`src/rtl/bcd_time_countdown.sv`:
```
// bcd_time_countdown: HH:MM:SS packed-BCD countdown timer with load, start, pause and done pulse.
module bcd_time_countdown #(
  parameter int TICK_DIV = 1
) (
  input  logic       clk,
  input  logic       reset,
  input  logic       load,
  input  logic [3:0] ld_ms_hr,
  input  logic [3:0] ld_ls_hr,
  input  logic [3:0] ld_ms_min,
  input  logic [3:0] ld_ls_min,
  input  logic [3:0] ld_ms_sec,
  input  logic [3:0] ld_ls_sec,
  input  logic       start,
  input  logic       pause,
  output logic [3:0] ms_hr,
  output logic [3:0] ls_hr,
  output logic [3:0] ms_min,
  output logic [3:0] ls_min,
  output logic [3:0] ms_sec,
  output logic [3:0] ls_sec,
  output logic       running,
  output logic       done,
  output logic       load_err
);
  localparam int PW = $clog2(TICK_DIV) + 1;
  localparam logic [PW-1:0] PMAX = PW'(TICK_DIV - 1);
  localparam logic [1:0] IDLE = 2'd0, RUN = 2'd1, PAUSED = 2'd2, EXPIRED = 2'd3;
  logic [1:0] state;
  logic [PW-1:0] pre;
  logic valid, zero, next_zero, tick;
  logic b0, b1, b2, b3, b4;
  logic [3:0] n_ms_hr, n_ls_hr, n_ms_min, n_ls_min, n_ms_sec, n_ls_sec;
  always_comb begin
    valid = ld_ms_hr <= 4'd2 && ld_ls_hr <= 4'd9 && (ld_ms_hr != 4'd2 || ld_ls_hr <= 4'd3) &&
            ld_ms_min <= 4'd5 && ld_ls_min <= 4'd9 && ld_ms_sec <= 4'd5 && ld_ls_sec <= 4'd9;
    zero = {ms_hr, ls_hr, ms_min, ls_min, ms_sec, ls_sec} == 24'd0;
    tick = pre == PMAX && !zero;
    // borrow chain: each b flags that every lower digit wrapped
    b0 = ls_sec == 4'd0;
    b1 = b0 && ms_sec == 4'd0;
    b2 = b1 && ls_min == 4'd0;
    b3 = b2 && ms_min == 4'd0;
    b4 = b3 && ls_hr == 4'd0;
    n_ls_sec = b0 ? 4'd9 : ls_sec - 4'd1;
    n_ms_sec = !b0 ? ms_sec : b1 ? 4'd5 : ms_sec - 4'd1;
    n_ls_min = !b1 ? ls_min : b2 ? 4'd9 : ls_min - 4'd1;
    n_ms_min = !b2 ? ms_min : b3 ? 4'd5 : ms_min - 4'd1;
    n_ls_hr  = !b3 ? ls_hr : b4 ? 4'd9 : ls_hr - 4'd1;
    n_ms_hr  = b4 ? ms_hr - 4'd1 : ms_hr;
    next_zero = {n_ms_hr, n_ls_hr, n_ms_min, n_ls_min, n_ms_sec, n_ls_sec} == 24'd0;
  end
  assign running = state == RUN;
  always_ff @(posedge clk) begin
    if (reset) begin
      {ms_hr, ls_hr, ms_min, ls_min, ms_sec, ls_sec} <= '0;
      state <= IDLE;
      pre <= '0;
      done <= 1'b0;
      load_err <= 1'b0;
    end else begin
      done <= 1'b0;
      load_err <= 1'b0;
      if (load) begin
        if (valid) begin
          {ms_hr, ls_hr, ms_min, ls_min, ms_sec, ls_sec} <=
            {ld_ms_hr, ld_ls_hr, ld_ms_min, ld_ls_min, ld_ms_sec, ld_ls_sec};
          state <= IDLE;
          pre <= '0;
        end else
          load_err <= 1'b1;
      end else if (state == IDLE) begin
        if (!pause && start) begin
          state <= zero ? EXPIRED : RUN;
          done <= zero;
          pre <= '0;
        end
      end else if (state == RUN) begin
        if (pause)
          state <= PAUSED;
        else if (tick) begin
          {ms_hr, ls_hr, ms_min, ls_min, ms_sec, ls_sec} <=
            {n_ms_hr, n_ls_hr, n_ms_min, n_ls_min, n_ms_sec, n_ls_sec};
          pre <= '0;
          if (next_zero) begin
            state <= EXPIRED;
            done <= 1'b1;
          end
        end else
          pre <= pre + 1'b1;
      end else if (state == PAUSED) begin
        if (!pause && start)
          state <= RUN;
      end
    end
  end
endmodule
```
`config.mk`:
```
export PLATFORM = sky130hd
export DESIGN_NAME = bcd_time_countdown
export DESIGN_NICKNAME = d
export VERILOG_FILES = /design/src/rtl/bcd_time_countdown.sv
export SDC_FILE = /design/constraint.sdc
export NUM_CORES = 1
export LEC_CHECK = 0
export CAP_MARGIN = 40
export CELL_PAD_IN_SITES_DETAIL_PLACEMENT = 1
export CELL_PAD_IN_SITES_GLOBAL_PLACEMENT = 1
export CORE_MARGIN = 2
export CORE_UTILIZATION = 36
export DETAILED_ROUTE_END_ITERATION = 8
export HOLD_SLACK_MARGIN = 0.06
export PLACE_DENSITY_LB_ADDON = 0.1
export SYNTH_ARGS = -nofsm -noshare
export SYNTH_HDL_FRONTEND = slang
export SYNTH_SLANG_ARGS = --single-unit
```
`constraint.sdc`:
```
create_clock -name clk -period 3.6 [get_ports clk]
set_clock_uncertainty 0.1 [all_clocks]
set_input_delay 0.54 -clock clk [delete_from_list [all_inputs] [get_ports clk]]
set_output_delay 0.54 -clock clk [all_outputs]
set_load 0.03 [all_outputs]
```
* Word-level counts from Yosys, hierarchy flattened
Index checks and enable logic that the tools add are counted.
W data, S select, Z words.
** Operators by class
- Equal/unequal tests :: 10
- Magnitude comparators :: 7
- Reductions and logical operators :: 33
- Bitwise gates (word level) :: 2
- Add/subtract/negate cells :: 7
- Mux-type cells :: 71
** Operators with widths (count)
- $mux W4 :: 46
- $logic_not A24 Y1 :: 2
- $sub A4 B1 Y4 const B :: 6
- $mux W2 :: 11
- $logic_not A4 Y1 :: 5
- $mux W1 :: 14
- $le A4 B4 Y1 const B :: 3
- $logic_and A1 B1 Y1 :: 12
- $ne A5 B3 Y1 const B :: 2
- $le A4 B2 Y1 const B :: 2
- $le A4 B3 Y1 const B :: 2
- $ne A3 B2 Y1 const B :: 2
- $reduce_and A6 Y1 :: 1
- $reduce_bool A3 Y1 :: 2
- $reduce_and A5 Y1 :: 1
- $ne A2 B2 Y1 const B :: 2
- $ne A4 B2 Y1 const B :: 1
- $reduce_and A4 Y1 :: 1
- $reduce_bool A2 Y1 :: 2
- $reduce_bool A4 Y1 :: 1
- $reduce_or A2 Y1 :: 2
- $eq A2 B1 Y1 const B :: 1
- $eq A2 B2 Y1 const B :: 1
- $logic_not A1 Y1 :: 2
- 5 further kinds :: 6
** Storage, ports and cells
- Bits of input ports :: 29
- Output and inout bits :: 27
- Word-level logic and storage cells :: 140
- Register bits :: 29

* Depth between registers and ports, before layout
- Depth after elaboration :: 14
- Gate-level depth with buffers :: 10
- Mapped depth without buffers :: 9

* Least setup slack after synthesis
Ideal clock, no wire load.
- Kind :: flip-flop to flip-flop
- Start :: reg ls_min[0]
- End :: reg state[0]
- Slack :: 542 ps
- Buffers on the path :: 1
- Period minus slack after synthesis :: 3058 ps
- Arrival time :: 2886 ps
- Required time :: 3428 ps
- Cell stages (with the launch flop) :: 11
- Library setup time :: 72 ps
- Cells stage by stage :: dfxtp_1 -> inv_1 -> ha_1 -> or4b_2 -> or4_4 -> buf_6 -> o21a_1 -> nor4_2 -> nand4_1 -> o21ai_2 -> mux2i_1
** On the way
- Cells in the longest elaborated chain, start to end :: 9
** Ends and longest elaborated chain
- start, declared :: line 19 : output logic [3:0] ls_min,
- start signal, assigned :: line 66 : {ms_hr, ls_hr, ms_min, ls_min, ms_sec, ls_sec} <=
- start signal, assigned :: line 82 : {ms_hr, ls_hr, ms_min, ls_min, ms_sec, ls_sec} <=
- parallel branches: the longest is 8 deep, another holds $sub A4 B1 Y4
- $reduce_and A6 Y1 (no source line) *
- end signal, assigned :: line 74 : state <= zero ? EXPIRED : RUN;
- end, declared :: line 29 : logic [1:0] state;
Every way passes the cells marked *.
A chain may end at the register's enable or synchronous reset.

* Final worst setup path
- Start :: reg ls_min[0]
- End :: reg state[1]
** On the way
- Cells in the longest elaborated chain, start to end :: 9
** Ends and longest elaborated chain
- parallel branches: the longest is 9 deep, another holds $sub A4 B1 Y4
Several ways; the timed one is not identified. The select of a mux whose other input is x is not followed.

==> flow_summary.yaml <==
cts:
  cts_setup_buffers: 0
  path_clk_slew_ns: 0.07
  clock_tree.buffer_depth: 2
  cts_root_buffer: "clkbuf_8"
  cts_num_sinks: 29
  cts_tree: "done"
  h-tree-depth: 2
  cts_made_buffers: 5
  clock_latency_ns: 0.29
  holdBufCountCts: 0
  cts_resized: 0
timing:
  slew_viol_final: 0
  hold_viol: 0
  grt_setup_unrepaired: "no"
  worstMarginPinSlew_ns: 0.749
  slew-limit-headroom_pct: 49.9
  max_freq_ghz: 0.312
  tns_ns: 0
  period_share_pct: 88.9
  fin_crit_ns: 3.20
  setup_viol: 0
  hold-worst-slack_ns: 0.402
critical_path:
  rr_worst_depth: 9
  cp.arrival_ns: 3.32
  critPathRequiredTime_ns: 3.72
  crit_buf_inv: 1
  cp_cell_sequence: "inv_1, ha_1, or4b_2, or4_4, o21a_1, nor4_2, nand4_1, o21ai_2, mux2i_1"
  timing.rr.start: "ls_min[0]$_SDFFE_PP0P_"
  crit_fanout: 8
  ff2ff_setup_slack_ns: 0.40
  path_depth: 9
  cp_slowest_cell: "or4b_2"
  worstSetupEndpointType: "flip-flop"
  worstSetupStartpointType: "flip-flop"
  worstSetupPathType: "flip-flop to flip-flop"
  slowest_delay_ns: 0.64
  r2r-end: "state[1]$_SDFFE_PP0P_"
  path_delay_family: "simple AND/OR/NAND/NOR gates"
synth:
  synth-seq-area-share_pct: 25.1
  synth-edff-count: 0
  synth_cell_types: 55
  postSynthAreaPerCell_um2: 7.38
  syn_nets: 350
  netlist_instances: 313
  synthFlopType: "dfxtp_1"
  ys_warn_count: 0
  async_flop_share_pct: 0
  yosys_register_bits: 29
  syn_area_um2: 2310
worst_hold_path:
  hold_start: "state[1]$_SDFFE_PP0P_"
  timing.hold.worst_endpoint: "state[1]$_SDFFE_PP0P_"
  whs_path_depth: 2
  hold_class: "flip-flop to flip-flop"
pwr:
  switching_power_mw: 0.238
  leakagePower_nw: 1.12
  intPower_mw: 0.576
  sw_frac_of_total_pct: 29.2
  finalPower_mw: 0.814
  peakVddDrop_mv: 0.148
  power_frac_clock_pct: 38.7
  p_seq_share_pct: 40.9
  p_per_area_nw_per_um2: 268
  share_comb_of_total_power_pct: 20.4
floorplan:
  dieHeight_um: 84.1
  num_io_pins: 56
  fp-row-count: 29
  start_util_pct: 36.8
  die_area_um2: 7070
  dieWidth_um: 84.1
  core-area_um2: 6280
route:
  firstDrtPassIters: 4
  first_iter_violations: 132
  routedWlPerCell_um: 18.5
  drc_errors: 0
  vias: 2619
  detail-route-antenna-nets: 0
  drt_wl_total_um: 8250
  vias_per_cell: 5.89
cells_and_area:
  nFillCells: 789
  diodes: 0
  finish.instance_area_um2: 3040
  finalNonFillerCells: 445
  multiInputGateArea_um2: 1580
  register_area_um2: 581
  drive_gt1_share_pct: 10.3
  syn_to_final_growth_pct: 31.7
  nets: 404
placement:
  placed_cells: 437
  dpl_cell_area_um2: 2940
  io_buffers: 55
  dpl.hpwl_um: 6240
  place_congestion: 0.867
global_route:
  grt_overflow: 0
  grt_max_degree: 27
  grt_use_total_pct: 23.7
  antenna_found_initial: 0
  grt_pass1_vias: 2591
  grt_pass1_wl_um: 13500
run:
  drv_cap: 0
status:
  outcome: "finished clean"
[worst max path at each step]
stage / startpoint / endpoint
after floorplan: ls_min[0]$_SDFFE_PP0P_ / state[0]$_SDFFE_PP0P_
after global placement: ls_min[0]$_SDFFE_PP0P_ / state[1]$_SDFFE_PP0P_
after detailed placement: ls_min[0]$_SDFFE_PP0P_ / state[1]$_SDFFE_PP0P_
after CTS: ls_min[0]$_SDFFE_PP0P_ / state[1]$_SDFFE_PP0P_
after global routing: ms_sec[0]$_SDFFE_PP0P_ / ls_sec[0]$_SDFFE_PP0P_
final: ls_min[0]$_SDFFE_PP0P_ / state[1]$_SDFFE_PP0P_
[area by class of cell]
| class | count | share of cell area [%] |
|---|---|---|
| inverters | 15 | 1.85 |
| flip-flops and latches | 29 | 19.1 |
| well taps | 77 | 3.17 |
| clock buffers | 7 | 3.17 |
| repair buffers | 66 | 20.8 |
| clock inverters | 1 | 0.164 |
| multi-input cells | 250 | 51.8 |
[worst min-delay path: stages (launching register included)]
cell and delay, ns:
dfxtp_1 0.34, nand2_1 0.06, mux2i_1 0.06
[metal layers]
metal	routed length, µm	track usage, %	vias up
li1	-	-	1276
met1	3940	33.5	1281
met2	3840	38.1	54
met3	371	3.17	8
met4	105	5.87	0
met5	0	0	-
[power groups by stage]
stage	clock [mW]	combinational [mW]	sequential, mW
4_1_cts	0.324	0.165	0.333
5_1_grt	0.338	0.180	0.334
3_3_place_gp	0	0.162	0.340
2_1_floorplan	0	0.0897	0.343
6_report	0.315	0.166	0.333
3_5_place_dp	0	0.164	0.340
[Yosys cell counts, types with 3 or more instances]
cell,instances,area (µm²)
mux2_2,3,33.8
a21oi_1,19,95.1
buf_6,3,33.8
or4b_2,5,50.1
nor2_1,24,90.1
o211ai_1,9,67.6
nor4_1,9,56.3
o22ai_1,5,31.3
ha_1,8,100
a22oi_1,3,22.5
nor2b_1,4,25.0
a221oi_1,3,26.3
clkbuf_1,13,48.8
nand3_1,9,45.0
nand4_1,7,43.8
nand2_1,42,158
nor3_1,12,60.1
mux2i_1,6,60.1
buf_2,3,15.0
o21bai_1,3,22.5
or3_1,5,31.3
a311oi_1,4,35.0
nand2b_1,6,37.5
nor4b_1,3,26.3
dfxtp_1,29,581
o21ai_0,16,80.1
a211oi_1,5,37.5
nor3b_1,5,37.5
or3b_2,4,35.0
inv_1,14,52.6
[sequential cells by signal, indices dropped and copies added, names as in the netlist]
register and flops:
ls_hr 4, ls_min 4, ls_sec 4, ms_hr 4, ms_min 4, ms_sec 4, state 2, done 1
load_err 1, pre 1
[cell families (layout without fill, tap and decap cells)]
group,count (synthesis),in the layout,share of synthesized area [%]
xor+xnor,2,2,0.759
buf+inv,34,89,6.66
mux,9,9,4.06
fa+ha+maj,8,8,4.33
compound gates,83,83,23.9
flops,29,29,25.1
simple gates,148,148,35.2
[per-stage QoR]
stage                     setup slack [ns]  util [%]
after global placement               0.483      46.9
after CTS                            0.413      48.5
after detailed placement             0.439      46.9
after global routing                 0.167      48.5
final                                0.399      48.5
after floorplan                      0.542         -
[cell usage in the layout (no fill, tap or decap), types with 6 or more instances in the layout]
cell / n
clkdlybuf4s50_1: 55
nand2_1: 42
dfxtp_1: 29
nor2_1: 24
a21oi_1: 19
o21ai_0: 16
inv_1: 14
nor3_1: 12
buf_4: 11
nor4_1: 9
nand3_1: 9
o211ai_1: 9
ha_1: 8
nand4_1: 7
clkbuf_8: 7
nand2b_1: 6
mux2i_1: 6
Note: power is estimated with default switching activity, not from simulation.
